$ cat config.mk
export PLATFORM = sky130hd
export DESIGN_NAME = store_aligner
export DESIGN_NICKNAME = d
export VERILOG_FILES = /design/src/rtl/mips_pkg.sv /design/src/rtl/store_fifo.sv /design/src/rtl/store_aligner.sv
export SDC_FILE = /design/constraint.sdc
export NUM_CORES = 1
export LEC_CHECK = 0
export CAP_MARGIN = 10
export CORE_ASPECT_RATIO = 0.6
export CORE_MARGIN = 4
export CORE_UTILIZATION = 52
export DETAILED_ROUTE_END_ITERATION = 12
export DONT_BUFFER_PORTS = 1
export PLACE_DENSITY = 0.75
export SYNTH_ARGS = -nofsm -noshare
export SYNTH_HDL_FRONTEND = slang
export SYNTH_SLANG_ARGS = --single-unit
$ cat constraint.sdc
create_clock -name clk -period 3.3 [get_ports clk]
set_input_delay 0.66 -clock clk [delete_from_list [all_inputs] [get_ports clk]]
set_output_delay 0.66 -clock clk [all_outputs]
set_load 0.05 [all_outputs]
$ cat src/rtl/mips_pkg.sv
// mips_pkg: store-path size encodings and the buffered store entry type.
package mips_pkg;
    localparam logic [1:0] SZ_BYTE = 2'b00;
    localparam logic [1:0] SZ_HALF = 2'b01;
    localparam logic [1:0] SZ_WORD = 2'b10;
    typedef struct packed {
        logic [31:0] addr;
        logic [31:0] wdata;
        logic [3:0]  be;
    } store_entry_t;
endpackage

$ cat src/rtl/store_fifo.sv
// store_fifo: DEPTH-entry buffer of lane-placed stores between the aligner and data memory.
// Ports: clk, rst_n (async active-low); push/din enqueue; pop dequeues head;
// dout = head entry, or the most recently popped entry while empty; full/empty status.
module store_fifo
    import mips_pkg::*;
#(
    parameter int DEPTH = 2
) (
    input  logic         clk,
    input  logic         rst_n,
    input  logic         push,
    input  logic         pop,
    input  store_entry_t din,
    output store_entry_t dout,
    output logic         full,
    output logic         empty
);
    localparam int AW = $clog2(DEPTH);
    store_entry_t  mem_q [DEPTH];
    store_entry_t  mem_d [DEPTH];
    logic [AW-1:0] wr_q, wr_d, rd_q, rd_d;
    logic [AW:0]   cnt_q, cnt_d;
    logic          push_ok, pop_ok;
    assign full  = cnt_q == (AW+1)'(DEPTH);
    assign empty = cnt_q == '0;
    // While empty, the slot behind the read pointer still holds the last popped
    // entry (writes land at the read pointer), so address/data appear held.
    assign dout  = empty ? mem_q[rd_q - AW'(1)] : mem_q[rd_q];
    always_comb begin
        push_ok = push && !full;
        pop_ok  = pop && !empty;
        mem_d   = mem_q;
        if (push_ok) mem_d[wr_q] = din;
        wr_d  = push_ok ? wr_q + AW'(1) : wr_q;
        rd_d  = pop_ok ? rd_q + AW'(1) : rd_q;
        cnt_d = cnt_q + (AW+1)'(push_ok) - (AW+1)'(pop_ok);
    end
    always_ff @(posedge clk or negedge rst_n) begin
        if (!rst_n) begin
            mem_q <= '{default: '0};
            wr_q  <= '0;
            rd_q  <= '0;
            cnt_q <= '0;
        end else begin
            mem_q <= mem_d;
            wr_q  <= wr_d;
            rd_q  <= rd_d;
            cnt_q <= cnt_d;
        end
    end
endmodule

$ cat src/rtl/store_aligner.sv
// store_aligner: places SB/SH/SW operands into byte lanes, builds byte enables,
// drops misaligned/reserved stores with a one-cycle misalign pulse, and buffers
// aligned stores toward data memory.
// Ports: req_* valid/ready store request from MEM; mem_* valid/ready word write
// to data memory; misalign pulse with held misalign_addr.
module store_aligner
    import mips_pkg::*;
#(
    parameter int DEPTH      = 2,
    parameter bit BIG_ENDIAN = 1'b0
) (
    input  logic        clk,
    input  logic        rst_n,
    input  logic        req_valid,
    output logic        req_ready,
    input  logic [31:0] req_addr,
    input  logic [1:0]  req_size,
    input  logic [31:0] req_data,
    output logic        mem_valid,
    input  logic        mem_ready,
    output logic [31:0] mem_addr,
    output logic [31:0] mem_wdata,
    output logic [3:0]  mem_be,
    output logic        misalign,
    output logic [31:0] misalign_addr
);
    logic [1:0]   o;
    logic [3:0]   be_le;
    logic         bad, accept, full, empty;
    logic         misalign_q, misalign_d;
    logic [31:0]  misalign_addr_q, misalign_addr_d;
    store_entry_t ent, head;
    always_comb begin
        o     = req_addr[1:0];
        bad   = req_size == SZ_HALF ? o[0] :
                req_size == SZ_WORD ? o != 2'b00 : req_size != SZ_BYTE;
        be_le = req_size == SZ_BYTE ? 4'b0001 << o :
                req_size == SZ_HALF ? (o[1] ? 4'b1100 : 4'b0011) : 4'b1111;
        ent.addr  = {req_addr[31:2], 2'b00};
        // Replicated data is lane-agnostic, so only the enables depend on endianness.
        ent.wdata = req_size == SZ_BYTE ? {4{req_data[7:0]}} :
                    req_size == SZ_HALF ? {2{req_data[15:0]}} : req_data;
        ent.be    = BIG_ENDIAN ? {be_le[0], be_le[1], be_le[2], be_le[3]} : be_le;
        accept          = req_valid && req_ready;
        misalign_d      = accept && bad;
        misalign_addr_d = misalign_d ? req_addr : misalign_addr_q;
    end
    store_fifo #(.DEPTH(DEPTH)) u_fifo (
        .clk   (clk),
        .rst_n (rst_n),
        .push  (accept && !bad),
        .pop   (mem_valid && mem_ready),
        .din   (ent),
        .dout  (head),
        .full  (full),
        .empty (empty)
    );
    assign req_ready     = !full;
    assign mem_valid     = !empty;
    assign mem_addr      = head.addr;
    assign mem_wdata     = head.wdata;
    assign mem_be        = empty ? 4'b0000 : head.be;
    assign misalign      = misalign_q;
    assign misalign_addr = misalign_addr_q;
    always_ff @(posedge clk or negedge rst_n) begin
        if (!rst_n) begin
            misalign_q      <= 1'b0;
            misalign_addr_q <= '0;
        end else begin
            misalign_q      <= misalign_d;
            misalign_addr_q <= misalign_addr_d;
        end
    end
endmodule
==> impl_results.md <==
- CP Capture Type: primary output
- Final Slew Violations: 0
- Crit path depth: 4
- CP required: 2.64 ns
- Worst-Margin Slew: 0.832 ns
- Clock skew: 0.0120 ns
- Initial antenna violation count: 0
- Final setup viols: 0
- Register area share after synthesis: 0.568
- HPWL Detailed: 11.2 mm
- Cell family with most CP delay: multiplexers
- Maximum fanout along the worst path: 33
- Starting Density: 0.538
- CP startpoint kind: flop
- Global-route wire length before repair: 25.7 mm
- PostCTS Resize Cnt: 0
- Area grow syn2layout: 10.1%
- Fmax: 329 MHz
- Core Area: 0.0138 mm²
- Initial DRC count: 404
- Yosys warning count: 0
- Top FF cell, synth: dfrtp_1
- Largest net degree at the start of global routing: 170
- Crit path DAT: 2.38 ns
- Final hold violations: 118
- Die area: 0.0164 mm²
- Via density: 5.65
- ANT cells: 0
- Reg2Reg Depth: 5
- Buf/Inv on CP: 1
- CTS tree: done
- CP max stage delay: 0.59 ns
- Worst slew margin: 0.443
- Antenna-violating nets left: 0
- Via count of the first global-routing pass: 4,679
- Most frequent cells in the layout: dfrtp_1 (169), mux2_2 (164), nand2_1 (58), o21ai_0 (57), mux2i_1 (28)
- Clock transition at path regs: 0.07 ns
- Die Y: 101 µm
- RSZ-0062 raised after global routing: no
- Netlist cell types: 27
- Clk sinks: 169
- Max_cap viols: 0
- Register area: 0.00423 mm²
- Failing checks: hold timing
- CTS Buf Count: 17
- Outcome: finished with violations
- PortBufs: 0
- Sum Neg Setup Slack: 0 ns
- DRC Markers: 0
- Crit path time final: 3.04 ns
- GR Overflow Total: 0
- Root buffer cell: clkbuf_16
- Footprint of the multi-input gates: 0.00303 mm²
- Worst skew pair latency: 0.41 ns
- Share of cells above drive strength 1: 0.373
- Final Instance Area: 0.00819 mm²
- Final GP Congestion: 0.836
- Post-DP Area: 0.00763 mm²
- Largest buffer count on any clock path: 2
- Yosys reg bits: 169
- Avg Inst Size Synth: 13.1 µm²
- Wire length per cell: 20.9 µm
- Post-Route WL: 16.1 mm
- Row cnt: 33
- WHS: -0.0661 ns
- Critical Path Start: u_fifo.cnt_q[1]
- Fill count: 1,080
- Share of flip-flops with an asynchronous set or reset: 1.00
- Util after Layout: 0.592
- Reg-to-Reg Start: u_fifo.cnt_q[0]
- DR pass1 iterations: 5
- H-Tree Level Count: 4
- Vias after detailed routing: 4,343
- Post-synth EDFFs: 0
- Synth Cell Area: 0.00744 mm²
- CP max-delay cell: mux2_1
- Commonest non-fill, non-tap cell in the layout: dfrtp_1
- Post-Syn Instances: 568
- Gr usage total: 0.202
- Ports: 173
- Crit share post-route: 0.920
- Worst Setup Path Type: flop to primary output
- Nets: 635
- Worst-path cell chain: nor2_2, xnor2_4, buf_4, mux2_1
- Worst Hold Class: input port to async pin
- Die Wd: 162 µm
-- sequential cells by signal, indices dropped and copies added, names as in the netlist --
register / flops
u_fifo.mem_q: 132
u_fifo.cnt_q: 2
u_fifo.rd_q: 1
misalign_addr: 32
misalign: 1
u_fifo.wr_q: 1
-- cells in the mapped netlist, types with 2 or more instances --
cell       number  area [µm²]
o2111ai_2       2        30.0
mux2_1          6        67.6
inv_1           5        18.8
nand2_1        58         218
mux2i_1        28         280
a21oi_1        10        50.1
buf_6           3        33.8
nor2_1         18        67.6
mux2_2        164        1850
buf_4           7        52.6
ha_1            2        25.0
xnor2_1         2        17.5
dfrtp_1       169        4230
o21ai_0        57         285
buf_2          19        95.1
clkbuf_1        7        26.3
-- timing repair --
| item | 4_1_cts | 5_1_grt |
|---|---|---|
| buffers inserted | 0 | 0 |
| setup endpoints to repair | 0 | 0 |
| endpoints found under the hold margin | 169 | 169 |
-- worst reg2reg max path: cells and delay by family, from the launching register on --
kind	cells	cell delay (ns)
buffers and inverters	1	0.44
AND/OR/NAND/NOR	3	0.95
flip-flops	1	0.38
multiplexers	1	0.41
-- path summary, 6_finish.rpt --
check / end / slack [ns]
setup / recovery: mem_addr[2] / 0.26
hold / removal: u_fifo.mem_q[76] / -0.07
setup reg to reg: misalign_addr[15] / 1.00
hold reg to reg: u_fifo.mem_q[33] / 0.48
max in group asynchronous: u_fifo.mem_q[95] / 3.06
min in group clk: u_fifo.mem_q[133] / 0.38
-- logic make-up (layout without fill, tap and decap cells) --
group,count (synthesis),count (layout),synth area share
multiplexers,198,198,0.295
AND/OR/NAND/NOR,82,82,0.0455
flip-flops,169,169,0.568
adder cells (fa/ha/maj),2,2,0.00336
XOR/XNOR,4,4,0.00572
buffers and inverters,41,48,0.0304
AO/OA/AOI/OAI,71,71,0.0516
other,1,2,0.000504
-- per-layer routing --
metal,routed length [µm],vias to the layer above,track usage
met3,1010,11,0.0584
li1,-,1970,-
met5,0,-,0
met2,7270,118,0.297
met4,143,0,0.0539
met1,7630,2244,0.297
-- layout make-up --
class	instances	area share
flip-flops and latches	169	0.516
clock inverters	12	0.0133
clock buffers	20	0.0557
well taps	192	0.0293
repair buffers	11	0.0131
multi-input cells	359	0.370
inverters	5	0.00229
-- per-stage QoR --
step / setup WS (ns) / std cells
finish: 0.263 / 768
CTS: 0.217 / 768
global placement: 0.759 / 736
detailed placement: 0.676 / 736
global route: 0.123 / 768
floorplan: 0.985 / 569
Power is not shown: default switching activity piles up to over one toggle a cycle in this logic, so the estimate is an artifact.
